==> src/rtl/cdb_arbiter_pkg.sv <==
// Shared types and sizes for the common data bus arbiter.
// Defines the FIFO entry layout and the round-robin pick helper.
package cdb_arbiter_pkg;

  localparam int CDB_FIFO_SIZE   = 2;
  localparam int CDB_FIFO_SIZE_W = 1;

  typedef struct packed {
    logic [31:0] addr;
    logic [31:0] val;
  } cdb_entry_t;

  typedef enum logic {
    SRC_ALU = 1'b0,
    SRC_LSB = 1'b1
  } cdb_src_e;

  // Alternate on contention; otherwise take
  // whichever source has something.
  function automatic logic rr_pick(
    input logic ne0,
    input logic ne1,
    input logic last
  );
    logic g;
    g = ne1;
    if (ne0 && ne1) g = ~last;
    return g;
  endfunction

endpackage

==> src/rtl/cdb_fifo.sv <==
// Single-clock circular buffer of {addr,val} result entries.
// Ports: clk_in/rst_in/rdy_in, push/pop/clear, din/dout, empty/full.
module cdb_fifo
  import cdb_arbiter_pkg::*;
#(
  parameter int DEPTH = CDB_FIFO_SIZE,
  parameter int W     = CDB_FIFO_SIZE_W
) (
  input  logic       clk_in,
  input  logic       rst_in,
  input  logic       rdy_in,
  input  logic       push,
  input  logic       pop,
  input  logic       clear,
  input  cdb_entry_t din,
  output cdb_entry_t dout,
  output logic       empty,
  output logic       full
);

  localparam logic [W:0] LP_FULL = (W+1)'(DEPTH);

  cdb_entry_t   r_mem [DEPTH];
  logic [W-1:0] r_head;
  logic [W-1:0] r_tail;
  logic [W:0]   r_count;

  logic w_act;
  logic w_push;
  logic w_pop;

  assign empty = (r_count == '0);
  assign full  = (r_count == LP_FULL);
  assign dout  = r_mem[r_head];

  assign w_act  = rdy_in && !clear;
  assign w_push = w_act && push && !full;
  assign w_pop  = w_act && pop && !empty;

  always_ff @(posedge clk_in) begin
    if (!rst_in && w_push) begin
      r_mem[r_tail] <= din;
    end
  end

  // Pointers are W bits wide over a power-of-two
  // depth, so plain increment wraps to 0.
  always_ff @(posedge clk_in) begin
    if (rst_in) begin
      r_head  <= '0;
      r_tail  <= '0;
      r_count <= '0;
    end else if (rdy_in) begin
      if (clear) begin
        r_head  <= '0;
        r_tail  <= '0;
        r_count <= '0;
      end else begin
        if (w_push) r_tail <= r_tail + 1'b1;
        if (w_pop)  r_head <= r_head + 1'b1;
        unique case ({w_push, w_pop})
          2'b10:   r_count <= r_count + 1'b1;
          2'b01:   r_count <= r_count - 1'b1;
          default: r_count <= r_count;
        endcase
      end
    end
  end

endmodule

==> src/rtl/cdb_arbiter.sv <==
// Round-robin arbiter sharing the CDB between ALU (0) and LSB (1).
// Ports: src0/src1 valid/addr/val/ready in, registered cdb_* broadcast out.
module cdb_arbiter
  import cdb_arbiter_pkg::*;
#(
  parameter int FIFO_DEPTH = CDB_FIFO_SIZE,
  parameter int FIFO_W     = CDB_FIFO_SIZE_W
) (
  input  logic        clk_in,
  input  logic        rst_in,
  input  logic        rdy_in,
  input  logic        flush,
  input  logic        src0_valid,
  input  logic [31:0] src0_addr,
  input  logic [31:0] src0_val,
  output logic        src0_ready,
  input  logic        src1_valid,
  input  logic [31:0] src1_addr,
  input  logic [31:0] src1_val,
  output logic        src1_ready,
  output logic        cdb_active,
  output logic [31:0] cdb_addr,
  output logic [31:0] cdb_val,
  output logic        cdb_src
);

  logic        r_active;
  logic [31:0] r_addr;
  logic [31:0] r_val;
  logic        r_src;
  logic        r_last;

  cdb_entry_t w_din0;
  cdb_entry_t w_din1;
  cdb_entry_t w_dout0;
  cdb_entry_t w_dout1;
  cdb_entry_t w_head;
  logic       w_empty0;
  logic       w_empty1;
  logic       w_full0;
  logic       w_full1;
  logic       w_push0;
  logic       w_push1;
  logic       w_pop0;
  logic       w_pop1;
  logic       w_any;
  logic       w_grant;
  logic       w_go;

  assign src0_ready = !w_full0;
  assign src1_ready = !w_full1;

  assign w_go    = rdy_in && !flush;
  assign w_push0 = src0_valid && src0_ready && w_go;
  assign w_push1 = src1_valid && src1_ready && w_go;

  assign w_din0 = '{addr: src0_addr, val: src0_val};
  assign w_din1 = '{addr: src1_addr, val: src1_val};

  // Arbitration looks only at registered FIFO
  // state, so a result never bypasses its FIFO.
  assign w_any   = !w_empty0 || !w_empty1;
  assign w_grant = rr_pick(!w_empty0, !w_empty1, r_last);
  assign w_pop0  = w_go && w_any && !w_grant;
  assign w_pop1  = w_go && w_any && w_grant;
  assign w_head  = w_grant ? w_dout1 : w_dout0;

  cdb_fifo #(
    .DEPTH (FIFO_DEPTH),
    .W     (FIFO_W)
  ) u_fifo0 (
    .clk_in (clk_in),
    .rst_in (rst_in),
    .rdy_in (rdy_in),
    .push   (w_push0),
    .pop    (w_pop0),
    .clear  (flush),
    .din    (w_din0),
    .dout   (w_dout0),
    .empty  (w_empty0),
    .full   (w_full0)
  );

  cdb_fifo #(
    .DEPTH (FIFO_DEPTH),
    .W     (FIFO_W)
  ) u_fifo1 (
    .clk_in (clk_in),
    .rst_in (rst_in),
    .rdy_in (rdy_in),
    .push   (w_push1),
    .pop    (w_pop1),
    .clear  (flush),
    .din    (w_din1),
    .dout   (w_dout1),
    .empty  (w_empty1),
    .full   (w_full1)
  );

  // last starts at LSB so the ALU wins the
  // first contention after reset.
  always_ff @(posedge clk_in) begin
    if (rst_in) begin
      r_active <= 1'b0;
      r_addr   <= '0;
      r_val    <= '0;
      r_src    <= SRC_ALU;
      r_last   <= SRC_LSB;
    end else if (rdy_in) begin
      if (flush) begin
        r_active <= 1'b0;
      end else if (w_any) begin
        r_active <= 1'b1;
        r_addr   <= w_head.addr;
        r_val    <= w_head.val;
        r_src    <= w_grant;
        r_last   <= w_grant;
      end else begin
        r_active <= 1'b0;
      end
    end
  end

  assign cdb_active = r_active;
  assign cdb_addr   = r_addr;
  assign cdb_val    = r_val;
  assign cdb_src    = r_src;

endmodule

==> config.mk <==
export PLATFORM = sky130hd
export DESIGN_NAME = cdb_arbiter
export DESIGN_NICKNAME = d
export VERILOG_FILES = /design/src/rtl/cdb_arbiter_pkg.sv /design/src/rtl/cdb_fifo.sv /design/src/rtl/cdb_arbiter.sv
export SDC_FILE = /design/constraint.sdc
export NUM_CORES = 1
export LEC_CHECK = 0
export ABC_CLOCK_PERIOD_IN_PS = 10200
export CAP_MARGIN = 30
export CORE_MARGIN = 2
export CORE_UTILIZATION = 48
export CTS_CLUSTER_DIAMETER = 60
export CTS_CLUSTER_SIZE = 40
export DETAILED_ROUTE_END_ITERATION = 8
export PLACE_DENSITY = 0.82
export REMOVE_ABC_BUFFERS = 1
export SLEW_MARGIN = 20
export SYNTH_ARGS = -nofsm -noshare
export SYNTH_HDL_FRONTEND = slang
export SYNTH_SLANG_ARGS = --single-unit
==> constraint.sdc <==
create_clock -name clk_in -period 10.2 [get_ports clk_in]
set_input_delay 2.04 -clock clk_in [delete_from_list [all_inputs] [get_ports clk_in]]
set_output_delay 2.04 -clock clk_in [all_outputs]
set_load 0.02 [all_outputs]
# Word-level counts from Yosys, hierarchy flattened
# Memory sizes are Yosys's and may differ from the RTL's. A register that Yosys moved wholly into a read port is not among the register bits.
# Index checks and enable logic that the tools add are counted.
# classes
bitwise	2
n_eq_ne	6
n_reduce_logical	42
mux	24
n_addsub	8
# ops
op	count
2-to-1 mux 64 bit	1
logical AND 1 bit	19
2-to-1 mux 1 bit	19
AND reduction 2 bit	6
equality test 2 bit (second input constant)	4
one-hot mux 2 bit (2 select lines)	2
nonzero test 2 bit	4
logical NOT 1 bit	7
nonzero test 3 bit	2
adder 1 bit (second input constant)	4
adder 2 x 1 -> 2 bit (second input constant)	2
equality test 2 x 1 -> 1 bit (second input constant)	2
logical NOT 2 bit	2
2-to-1 mux 2 bit	2
subtractor 2 x 1 -> 2 bit (second input constant)	2
AND reduction 3 bit	1
NOT 1 bit	2
logical OR 1 bit	1
# word_totals
elab_cells	95
out_inout_bits	68
mem_count	2
regBits	75
mem_bits_rw	256
# mem_list
memory	depth	word_bits	rd	rd_ports_with_merged_regs	wr	line_no	source
u_fifo0.r_mem	2	64	1	1	1	cdb_fifo.sv:23	cdb_entry_t r_mem [DEPTH];
u_fifo1.r_mem	2	64	1	1	1	cdb_fifo.sv:23	

# Longest topological paths before layout
# Gate-level depths: netlist of the first run.
# logic_depth
depth_word	12
mapped_depth	6

# By module
# From an unflattened synthesis of the first run, not the netlist that was laid out.
# unflattened
hier_cells	875
area_unflattened_um2	13302.8
# by_module_without_submodules
module	area_per_inst_um2	n_inst	cells_per_inst
cdb_fifo	4939.7	2	239
cdb_arbiter	3423.3	1	397

# Least setup slack after synthesis of the first run
# OpenSTA, ideal clock, no wires.
# synth_path
path_type	input to register
from	input rst_in
to	memory u_fifo1.r_mem[1][0] (netlist bit), enable pin
arrival_time_ns	9.072
path_stages	3
n_path_buf	2
setup_time_ns	0.666
path_slack_ns	0.462
path_cell_list	clkbuf_1 > clkbuf_1 > nor4b_1
# synth_via
elab_chain_cells	4
# synth_lines
item	line_no	source
start, declared	cdb_arbiter.sv:10	input logic rst_in,
logical NOT 1 bit	cdb_fifo.sv:41	if (!rst_in && w_push) begin
logical AND 1 bit	cdb_fifo.sv:41	
2-to-1 mux 1 bit	cdb_fifo.sv:41	
2-to-1 mux 1 bit (not written as such)	cdb_fifo.sv:42	r_mem[r_tail] <= din;
end, declared	cdb_fifo.sv:23	
# Every way passes these cells.

# Final worst setup path of the first run
# layout_path
from	input rdy_in
to	register r_addr[18], in the netlist cdb_addr[18]
# layout_via
elab_chain_cells	1
# layout_lines
item	line_no	source
start, declared	cdb_arbiter.sv:11	input logic rdy_in,
AND reduction 3 bit (no source line)	--	
end signal, assigned	cdb_arbiter.sv:114	r_addr <= w_head.addr;
end, declared	cdb_arbiter.sv:28	logic [31:0] r_addr;
# Every way passes these cells.
# A chain may end at the register's enable or synchronous reset.

==> results of run 1 <==
[worst register-to-register path, stage by stage, from the launching register on]
cell                       delay [ns]
sky130_fd_sc_hd__dfxtp_1         0.43
sky130_fd_sc_hd__nand2b_1        0.19
sky130_fd_sc_hd__nand4b_1        0.28
sky130_fd_sc_hd__nor3_2          0.19
sky130_fd_sc_hd__buf_4           0.70
[routing by layer]
layer	up-vias	part of all wire
li1	3148	-
met1	3451	0.40
met2	266	0.50
met3	45	0.066
met4	2	0.027
met5	-	0.00050
[power groups by stage]
stage	clock network (uW)	logic, uW	registers, uW
final	1090	153	1490
after global routing	1160	163	1490
after CTS	1110	153	1490
after detailed placement	0	152	1520
after global placement	0	145	1520
after floorplan	0	43.2	1530
[cell type report]
class                           instances  area, um^2
Clock buffer                           23         576
Clock inverter                         19         415
Inverter                                4        15.0
Multi-Input combinational cell        310        2710
Tap cell                              330         413
Fill cell                            1790        9440
Timing Repair Buffer                  212        2150
Antenna cell                            2        5.00
Sequential cell                       333        9240
[metrics by stage]
step                      hold slack, ns  cell area (um^2)
after detailed placement           0.471             14500
after CTS                          0.487             15500
final                              0.483             15500
after floorplan                    0.450             11900
after global placement             0.459             14400
after global routing               0.500             15500
[cell families after synthesis]
logic type	Yosys count	synth area share
simple gates	63	0.0243
mux	128	0.116
flops	333	0.761
buf+inv	49	0.0198
compound gates	114	0.0753
xor+xnor	5	0.00361
[layout by cell type (no fill, tap or decap), types with 2 or more instances in the layout]
cell	instances
sky130_fd_sc_hd__a21oi_1	6
sky130_fd_sc_hd__a22oi_1	27
sky130_fd_sc_hd__xnor2_1	3
sky130_fd_sc_hd__o32ai_1	2
sky130_fd_sc_hd__dfxtp_1	75
sky130_fd_sc_hd__clkbuf_16	23
sky130_fd_sc_hd__nand2_1	6
sky130_fd_sc_hd__o22ai_1	27
sky130_fd_sc_hd__diode_2	2
sky130_fd_sc_hd__buf_16	3
sky130_fd_sc_hd__inv_16	3
sky130_fd_sc_hd__clkinv_16	8
sky130_fd_sc_hd__o21ai_0	3
sky130_fd_sc_hd__nand4b_1	3
sky130_fd_sc_hd__mux2i_1	27
sky130_fd_sc_hd__mux2_2	101
sky130_fd_sc_hd__nand2b_1	3
sky130_fd_sc_hd__o21ba_2	2
sky130_fd_sc_hd__clkdlybuf4s50_1	200
sky130_fd_sc_hd__nor2_1	42
sky130_fd_sc_hd__a222oi_1	37
sky130_fd_sc_hd__xor2_1	2
sky130_fd_sc_hd__inv_1	4
sky130_fd_sc_hd__edfxtp_1	256
sky130_fd_sc_hd__buf_4	9
sky130_fd_sc_hd__a32oi_1	2
sky130_fd_sc_hd__dfxtp_4	2
sky130_fd_sc_hd__inv_12	3
sky130_fd_sc_hd__clkinv_8	3
[path summary, 6_finish.rpt]
check        cells after the start                            start                             end  slack, ns
max                              6                           rdy_in       cdb_addr[18]$_SDFFE_PP0N_       6.23
min                              2          cdb_active$_SDFFE_PP0P_         cdb_active$_SDFFE_PP0P_       0.48
max reg2reg                      4  u_fifo0.r_count[0]$_SDFFE_PP0P_  u_fifo0.r_mem[0][12]$_DFFE_PP_       7.97
min reg2reg                      2          cdb_active$_SDFFE_PP0P_         cdb_active$_SDFFE_PP0P_       0.48
[state kept, by name (all words and copies together), names as in the netlist, 2 cells and up, named ones only]
| register | flops |
|---|---|
| u_fifo0.r_mem | 128 |
| u_fifo1.r_mem | 128 |
| cdb_addr | 32 |
| u_fifo1.r_count | 2 |
| u_fifo0.r_count | 2 |
| cdb_val | 32 |
==> Implementation_results.wiki, run 1 <==
{| class="wikitable"
! Metric !! Value
|-
| Share of flip-flops with an asynchronous set or reset after synthesis || 0
|-
| Post-DR vias/cell || 5.61
|-
| Buffers inserted by post-CTS timing repair || 0
|-
| Initial detailed-routing violation count || 713
|-
| Detailed Route WL || 26200 um
|-
| Data arrival time of the critical path || 4.41 ns
|-
| Static Leak || 0.00496 uW
|-
| Fmax || 252 MHz
|-
| Proportion of power drawn by combinational gates || 0.056
|-
| Starting Density || 0.486
|-
| CP required || 10.65 ns
|-
| Ratio of final minimum period to clock period || 0.389
|-
| Die height || 163 um
|-
| Highest ir drop seen on vdd || 117 uV
|-
| Worst clock skew || 0.0345 ns
|-
| Worst slack at placement || 5.66 ns
|-
| TritonCTS clock tree || done
|-
| Hold_buf cts || 0
|-
| All-layer global routing usage || 0.191
|-
| Residual DRC || 0
|-
| Number of enable-type register cells in the synthesized netlist || 256
|-
| WP buf/inv || 2
|-
| Main flop type after synthesis || sky130_fd_sc_hd__edfxtp_1
|-
| Worst path slowest cell || sky130_fd_sc_hd__clkdlybuf4s50_1
|-
| Number of nets in the layout || 1018
|-
| Setup TNS || 0 ns
|-
| Share of the yosys chip area belonging to registers || 0.761
|-
| Setup slack after layout || 6.23 ns
|-
| I/O pins || 202
|-
| Cell area after synthesis || 12100 um^2
|-
| Area added between synthesis and finish || 28.0%
|-
| Switch Pwr || 673 uW
|-
| Worst-Skew Late Latency || 0.55 ns
|-
| Number of storage elements in the synthesis netlist || 333
|-
| Largest stage delay, worst path || 0.74 ns
|-
| Critical path startpoint category || primary input
|-
| Port buffer count || 201
|-
| Worst slew margin || 0.377
|-
| 1st-pass router iterations || 6
|-
| Number of cell rows || 58
|-
| Cell at the root of the clock tree || sky130_fd_sc_hd__clkbuf_16
|-
| Capturing element type of the critical path || register
|-
| Most utilized layer in the global route result || met2
|-
| Routed len/inst || 21.3 um
|-
| Placed Instances || 1187
|-
| Largest area contributor in the netlist || sky130_fd_sc_hd__edfxtp_1
|-
| Detailed placer's ending HPWL || 15800 um
|-
| Most numerous cell in the Yosys netlist || sky130_fd_sc_hd__edfxtp_1
|-
| Met2 Use GR || 0.328
|-
| Fraction of power spent switching nets || 0.246
|-
| Cell types occupying the most area after synthesis || sky130_fd_sc_hd__edfxtp_1, sky130_fd_sc_hd__dfxtp_1, sky130_fd_sc_hd__mux2_2
|-
| Quantity of gates resized following cts || 0
|-
| Syn Inst Count || 692
|-
| Pin count of the biggest net entering global routing || 68
|-
| Horizontal die dimension || 163 um
|-
| Synth warnings || 0
|-
| Number of vias in the routed layout || 6912
|-
| Overall power consumption || 2730 uW
|-
| Clock transition at the registers of the reported paths || 0.11 ns
|-
| Grt met3 use || 0.0351
|-
| H-tree depth || 1
|-
| Antenna Violating Nets Remaining || 0
|-
| Top fanout value on the critical path || 41
|-
| Gr ovfl total || 0
|-
| Number of violations of the max-capacitance limit || 0
|-
| Netlist cell types || 40
|-
| Power density cells || 176 nW/um^2
|-
| Clock buffer count from CTS || 23
|-
| Wire length of the first global-routing pass || 38900 um
|-
| Slew at the pin closest to its max-slew limit || 0.934 ns
|-
| Portion of total power attributed to sequential cells || 0.546
|-
| Share of the synthesized area in the top cell type || 0.634
|-
| Post-Layout Cell Count || 1233
|-
| Path class of the lowest-slack min-delay path || register to register
|-
| Number of endpoints failing setup at the final stage || 0
|-
| Area of the core region || 25000 um^2
|-
| RSZ-0062 raised after global routing || no
|-
| Syn_area_per_cell || 17.5 um^2
|-
| Gate family responsible for the most delay along the worst path || buffers and inverters
|-
| Ranking of synthesized cells by instance count || sky130_fd_sc_hd__edfxtp_1, sky130_fd_sc_hd__mux2_2, sky130_fd_sc_hd__dfxtp_1, sky130_fd_sc_hd__nor2_1, sky130_fd_sc_hd__a222oi_1
|-
| Cell internal pwr || 2060 uW
|-
| Critical path type || primary input to register
|-
| Weighted congestion reported at the end of routability-driven placement || 0.795
|-
| Outcome || finished clean
|-
| Clock power frac || 0.399
|-
| Fraction of layout instances using a drive strength above 1 || 0.188
|-
| Number of sinks driven by the clock tree || 333
|-
| Number of global-route vias before repair || 7238
|-
| Clock tree buffer depth || 3
|-
| GR Layer Usage met1 || 0.246
|-
| Die footprint || 26600 um^2
|-
| Series of cell instances along the critical path || clkdlybuf4s50_1 > nand2b_4 > nor3_4 > buf_4 > nand2b_2 > o22ai_1
|-
| Clock period minus final worst setup slack || 3.97 ns
|-
| Number of antenna violations at the first check in global routing || 3
|-
| Max-slew violation count || 0
|-
| Share of the core filled with cells || 0.622
|-
| Final count of hold timing violations || 0
|}
No activity file was read; power rests on OpenSTA's default activity.
==> run 2: changes to the inputs <==
--- a/config.mk
+++ b/config.mk
@@ -5,7 +5,7 @@
 export SDC_FILE = /design/constraint.sdc
 export NUM_CORES = 1
 export LEC_CHECK = 0
-export ABC_CLOCK_PERIOD_IN_PS = 10200
+export ABC_CLOCK_PERIOD_IN_PS = 3600
 export CAP_MARGIN = 30
 export CORE_MARGIN = 2
 export CORE_UTILIZATION = 48
==> constraint.sdc (replaced) <==
create_clock -name clk_in -period 3.6 [get_ports clk_in]
set_input_delay 0.72 -clock clk_in [delete_from_list [all_inputs] [get_ports clk_in]]
set_output_delay 0.72 -clock clk_in [all_outputs]
set_load 0.02 [all_outputs]
==> run 2 against run 1 <==
  * Critical path depth fell by 4
  * Worst hold slack lost 0.024 ns
  * Worst setup slack got worse by 5.1 ns
  * Combinational power grew to 2.9 times the previous value
  * Critical path type is now register to primary output
  * Critical endpoint is now src1_ready
  * Largest cell class unchanged
==> Implementation_results.wiki, run 2 (synthesized netlist as in run 1, its figures left out) <==
{| class="wikitable"
! Metric !! Value
|-
| Outcome || finished clean
|-
| Footprint of the multi-input gates || 2710 um^2
|-
| Hold_buf cts || 0
|-
| Number of global-route vias before repair || 7070
|-
| Number of endpoints failing setup at the final stage || 0
|-
| Data arrival time of the critical path || 1.80 ns
|-
| Overall power consumption || 7460 uW
|-
| Gr ovfl total || 0
|-
| Detailed placer's ending HPWL || 16100 um
|-
| Critical path startpoint category || register
|-
| I/O pins || 202
|-
| Commonest non-fill, non-tap cell in the layout || sky130_fd_sc_hd__edfxtp_1
|-
| Number of sinks driven by the clock tree || 333
|-
| Static Leak || 0.00494 uW
|-
| Final instance area || 15400 um^2
|-
| Clock transition at the registers of the reported paths || 0.07 ns
|-
| Post-Layout Cell Count || 1239
|-
| Final count of hold timing violations || 0
|-
| Fraction of layout instances using a drive strength above 1 || 0.192
|-
| Quantity of gates resized following cts || 0
|-
| Antenna Violating Nets Remaining || 0
|-
| Worst slew margin || 0.391
|-
| Clock tree buffer depth || 3
|-
| Area of the core region || 25000 um^2
|-
| Combined flip-flop and latch cell area || 9240 um^2
|-
| Slew at the pin closest to its max-slew limit || 0.913 ns
|-
| Port buffer count || 201
|-
| Number of violations of the max-capacitance limit || 0
|-
| Ratio of final minimum period to clock period || 0.699
|-
| Residual DRC || 0
|-
| All-layer global routing usage || 0.195
|-
| Placed instance area || 14600 um^2
|-
| Setup slack after layout || 1.08 ns
|-
| Highest routed metal layer || met4
|-
| Max-slew violation count || 0
|-
| Power density cells || 483 nW/um^2
|-
| Highest ir drop seen on vdd || 512 uV
|-
| Most frequent cells in the layout || sky130_fd_sc_hd__edfxtp_1, sky130_fd_sc_hd__clkdlybuf4s50_1, sky130_fd_sc_hd__mux2_2
|-
| Post-DR vias/cell || 5.66
|-
| Die height || 163 um
|-
| Initial detailed-routing violation count || 576
|-
| Horizontal die dimension || 163 um
|-
| Capturing element type of the critical path || primary output
|-
| Critical path type || register to primary output
|-
| Routed metal-1 wire length || 10800 um
|-
| Weighted congestion reported at the end of routability-driven placement || 0.775
|-
| Routed len/inst || 21.5 um
|-
| Largest registers || u_fifo0.r_mem x128, u_fifo1.r_mem x128
|-
| Buffers inserted by post-CTS timing repair || 0
|-
| RSZ-0062 raised after global routing || no
|-
| Wire length of the first global-routing pass || 39700 um
|-
| Number of antenna violations at the first check in global routing || 2
|-
| Number of cell rows || 58
|-
| Fmax || 397 MHz
|-
| CP required || 2.88 ns
|-
| Path class of the lowest-slack min-delay path || register to register
|-
| Pin count of the biggest net entering global routing || 65
|-
| Met2 routed wirelength || 13400 um
|-
| Die footprint || 26600 um^2
|-
| Number of nets in the layout || 1024
|-
| H-tree depth || 1
|-
| Number of vias in the routed layout || 7011
|-
| Top fanout value on the critical path || 7
|-
| Detailed Route WL || 26700 um
|-
| Clock buffer count from CTS || 24
|-
| Starting Density || 0.486
|-
| Met3 wire length || 2020 um
|-
| TritonCTS clock tree || done
|-
| Count of fill cells added during filler insertion || 1794
|-
| Clock period minus final worst setup slack || 2.52 ns
|-
| Worst clock skew || 0.0232 ns
|-
| Placed Instances || 1193
|-
| 1st-pass router iterations || 8
|-
| Worst slack at placement || 0.606 ns
|-
| Worst-Skew Late Latency || 0.53 ns
|-
| Area added between synthesis and finish || 27.3%
|-
| Cell at the root of the clock tree || sky130_fd_sc_hd__clkbuf_16
|}
==> run 2: changes by cell type in the layout (fill, tap and decap cells not counted), sizes merged <==
cell | before | now
diode | 2 | 1
bufinv | 0 | 1
inv | 11 | 14
clkinv | 12 | 7
buf | 12 | 17
clkbuf | 23 | 26
==> run 2: worst paths after layout <==
path,from,end,slack [ns],cells after the start
worst min-delay path,cdb_active$_SDFFE_PP0P_,cdb_active$_SDFFE_PP0P_,0.46,2
worst max-delay path,u_fifo1.r_count[0]$_SDFFE_PP0P_,src1_ready,1.08,2
worst min register to register,cdb_active$_SDFFE_PP0P_,cdb_active$_SDFFE_PP0P_,0.46,2
worst max register to register,u_fifo0.r_count[0]$_SDFFE_PP0P_,u_fifo0.r_mem[0][59]$_DFFE_PP_,1.56,4
==> run 2: routing by layer <==
layer / vias to the layer above / global-route usage
li1: 3174 / -
met1: 3509 / 0.255
met2: 291 / 0.342
met3: 37 / 0.0346
met4: 0 / 0.0434
met5: - / 0
==> run 2: power by group <==
group          switching (uW)  total (uW)  internal (uW)
Clock                    1380        2800           1420
Sequential               33.4        4220           4190
Combinational             196         439            243
==> run 2: area by class of cell <==
cell class,instances,share of cell area
tap,330,0.0267
sequential,333,0.598
timing repair buffer,217,0.145
antenna,1,0.000162
multi-input combinational,310,0.175
clock buffer,26,0.0408
clock inverter,18,0.0129
inverter,4,0.000972
==> run 2: per-stage QoR <==
step | setup TNS (ns) | hold slack (ns) | utilization
after floorplan | -870.32 | 0.450 | -
after global placement | 0 | 0.446 | 0.585
after detailed placement | 0 | 0.451 | 0.585
after CTS | 0 | 0.463 | 0.618
after global routing | 0 | 0.487 | 0.618
final | 0 | 0.459 | 0.619
==> run 2: worst max-delay path, cell delays in order, from the launching register on <==
cell	delay [ns]
sky130_fd_sc_hd__dfxtp_1	0.45
sky130_fd_sc_hd__nand2b_1	0.21
sky130_fd_sc_hd__clkdlybuf4s50_1	0.62
==> run 3: changes to the inputs <==
--- a/config.mk
+++ b/config.mk
@@ -5,7 +5,7 @@
 export SDC_FILE = /design/constraint.sdc
 export NUM_CORES = 1
 export LEC_CHECK = 0
-export ABC_CLOCK_PERIOD_IN_PS = 3600
+export ABC_CLOCK_PERIOD_IN_PS = 2150
 export CAP_MARGIN = 30
 export CORE_MARGIN = 2
 export CORE_UTILIZATION = 48
==> constraint.sdc (replaced) <==
create_clock -name clk_in -period 2.15 [get_ports clk_in]
set_input_delay 0.43 -clock clk_in [delete_from_list [all_inputs] [get_ports clk_in]]
set_output_delay 0.43 -clock clk_in [all_outputs]
set_load 0.02 [all_outputs]
==> run 3 against run 2 <==
  * Largest cell class unchanged
  * Utilization is 1.4 points higher
  * Combinational power is 80% higher
  * First-iteration DRC count increased by 8.7%
  * Worst setup slack lost 0.93 ns
  * Register-to-register slack lost 1.4 ns
  * Final area is 2.2% higher
  * Highest routed layer unchanged
  * Global-route usage grew 0.95 points
  * Non-clock buffer count up 36
  * Total power up 62%
  * Worst hold slack worse by 0.13 ns
  * Flip-flop and latch count unchanged
==> Implementation_results.wiki, run 3 (synthesized netlist as in run 1, its figures left out) <==
{| class="wikitable"
! Metric !! Value
|-
| Outcome || finished clean
|-
| Worst-Skew Late Latency || 0.52 ns
|-
| Number of violations of the max-capacitance limit || 0
|-
| Worst slew margin || 0.738
|-
| Share of the core filled with cells || 0.632
|-
| Count of fill cells added during filler insertion || 1793
|-
| Area added between synthesis and finish || 30.1%
|-
| Most frequent cells in the layout || sky130_fd_sc_hd__edfxtp_1, sky130_fd_sc_hd__clkdlybuf4s50_1, sky130_fd_sc_hd__mux2_2
|-
| Source of the worst register-to-register timing path || u_fifo0.r_count[0]$_SDFFE_PP0P_
|-
| Number of endpoints failing setup at the final stage || 0
|-
| Area of the core region || 25000 um^2
|-
| Final count of hold timing violations || 0
|-
| Capturing element type of the critical path || primary output
|-
| Hold EP || cdb_val[23]$_SDFFE_PP0N_
|-
| TritonCTS clock tree || done
|-
| WP buf/inv || 1
|-
| Highest ir drop seen on vdd || 661 uV
|-
| Data arrival time of the critical path || 1.57 ns
|-
| Ratio of final minimum period to clock period || 0.929
|-
| Number of antenna violations at the first check in global routing || 1
|-
| Number of nets in the layout || 1058
|-
| Gate family responsible for the most delay along the worst path || buffers and inverters
|-
| Top fanout value on the critical path || 2
|-
| Beginning of the worst hold path || rst_in
|-
| Wire length of the first global-routing pass || 41400 um
|-
| Routed len/inst || 21.8 um
|-
| Overall power consumption || 12100 uW
|-
| Fmax || 501 MHz
|-
| Worst path slowest cell || sky130_fd_sc_hd__clkdlybuf4s50_1
|-
| Starting Density || 0.486
|-
| Clock buffer count from CTS || 22
|-
| CP required || 1.72 ns
|-
| Largest registers || u_fifo0.r_mem x128, u_fifo1.r_mem x128
|-
| Number of global-route vias before repair || 7484
|-
| Cell depth of the worst hold path || 2
|-
| Largest stage delay, worst path || 0.64 ns
|-
| Cell at the root of the clock tree || sky130_fd_sc_hd__clkbuf_16
|-
| Clock period minus final worst setup slack || 2.00 ns
|-
| Commonest non-fill, non-tap cell in the layout || sky130_fd_sc_hd__edfxtp_1
|-
| Die height || 163 um
|-
| Port buffer count || 201
|-
| Initial detailed-routing violation count || 626
|-
| Residual DRC || 0
|-
| 1st-pass router iterations || 6
|-
| Combined flip-flop and latch cell area || 9240 um^2
|-
| Number of vias in the routed layout || 7131
|-
| Reg2reg end || u_fifo0.r_mem[1][24]$_DFFE_PP_
|-
| Die footprint || 26600 um^2
|-
| Clock transition at the registers of the reported paths || 0.09 ns
|-
| H-tree depth || 1
|-
| Worst slack at placement || -0.172 ns
|-
| RSZ-0062 raised after global routing || no
|-
| Path class of the lowest-slack min-delay path || primary input to register
|-
| Static Leak || 0.00512 uW
|-
| Worst Reg2Reg Path Length in Cells || 5
|-
| I/O pins || 202
|-
| Clock tree buffer depth || 3
|-
| Max-slew violation count || 0
|-
| Critical path type || register to primary output
|-
| Detailed placer's ending HPWL || 18400 um
|-
| Gr ovfl total || 0
|-
| Detailed Route WL || 27700 um
|-
| Antenna Violating Nets Remaining || 0
|-
| Number of cell rows || 58
|-
| Slew at the pin closest to its max-slew limit || 0.394 ns
|-
| Pin count of the biggest net entering global routing || 54
|-
| Power density cells || 764 nW/um^2
|-
| Weighted congestion reported at the end of routability-driven placement || 0.778
|-
| Horizontal die dimension || 163 um
|-
| Fraction of layout instances using a drive strength above 1 || 0.214
|-
| Internal reg-to-reg setup slack || 0.20 ns
|-
| Series of cell instances along the critical path || clkdlybuf4s50_1
|-
| Number of sinks driven by the clock tree || 333
|-
| Hold_buf cts || 0
|-
| Worst clock skew || 0.0171 ns
|-
| All-layer global routing usage || 0.204
|-
| Post-DR vias/cell || 5.61
|-
| Footprint of the multi-input gates || 2710 um^2
|-
| Setup slack after layout || 0.153 ns
|-
| Critical path startpoint category || register
|}
## run 3: changes by cell type in the layout (fill, tap and decap cells not counted), moves of 2 or more
cell,before,now
sky130_fd_sc_hd__buf_12,9,25
sky130_fd_sc_hd__buf_4,8,28
sky130_fd_sc_hd__clkbuf_16,25,23
sky130_fd_sc_hd__clkdlybuf4s50_1,200,198
sky130_fd_sc_hd__clkinv_1,0,3
sky130_fd_sc_hd__dlygate4sd2_1,0,2
sky130_fd_sc_hd__inv_6,5,2
sky130_fd_sc_hd__inv_8,5,2
## run 3: per-stage QoR
stage / setup TNS (ns) / instance area [um^2] / hold slack [ns] / std cells
floorplan: -1282.89 / 11900 / 0.450 / 647
global placement: -15.21 / 15100 / 0.469 / 1230
detailed placement: -16.17 / 15100 / 0.471 / 1230
CTS: 0 / 15800 / 0.311 / 1269
global route: 0 / 15800 / 0.331 / 1269
finish: 0 / 15800 / 0.332 / 1270
## run 3: power breakdown
part | internal, uW | switching, uW | total [uW]
logic | 444 | 347 | 791
clock network | 2030 | 2170 | 4200
registers | 7010 | 49.0 | 7060
total | 9490 | 2560 | 12100
## run 3: final cells by class
type,instances,area share
diodes,1,0.000159
flip-flops and latches,333,0.585
clock inverters,14,0.00753
repair buffers,253,0.172
inverters,4,0.000951
clock buffers,25,0.0369
well taps,330,0.0262
multi-input cells,310,0.171
## run 3: worst max path at each step
stage | startpoint | end | slack [ns] | cells past startpoint
final | cdb_addr[11]$_SDFFE_PP0N_ | cdb_addr[11] | 0.15 | 1
after detailed placement | rdy_in | u_fifo0.r_mem[1][36]$_DFFE_PP_ | -0.17 | 5
after global placement | rdy_in | u_fifo0.r_mem[1][36]$_DFFE_PP_ | -0.16 | 5
after global routing | cdb_addr[11]$_SDFFE_PP0N_ | cdb_addr[11] | 0.09 | 1
after floorplan | u_fifo1.r_count[0]$_SDFFE_PP0P_ | u_fifo1.r_mem[1][0]$_DFFE_PP_ | -5.95 | 3
after CTS | cdb_addr[1]$_SDFFE_PP0N_ | cdb_addr[1] | 0.13 | 1
## run 3: repair_timing
item / CTS / global route
setup endpoints to repair: 2 / 0
setup buffers: 0 / 0
resized for setup: 2 / 0
hold endpoints to repair: 0 / 0
## run 3: per-layer routing
| layer | GRT usage | wire length (um) | part of all wire | vias to the layer above |
|---|---|---|---|---|
| met5 | 0 | 0 | 0 | - |
| met4 | 0.0543 | 562 | 0.020 | 0 |
| met3 | 0.0420 | 1860 | 0.067 | 44 |
| met2 | 0.356 | 14100 | 0.51 | 260 |
| met1 | 0.262 | 11200 | 0.40 | 3601 |
| li1 | - | - | - | 3226 |
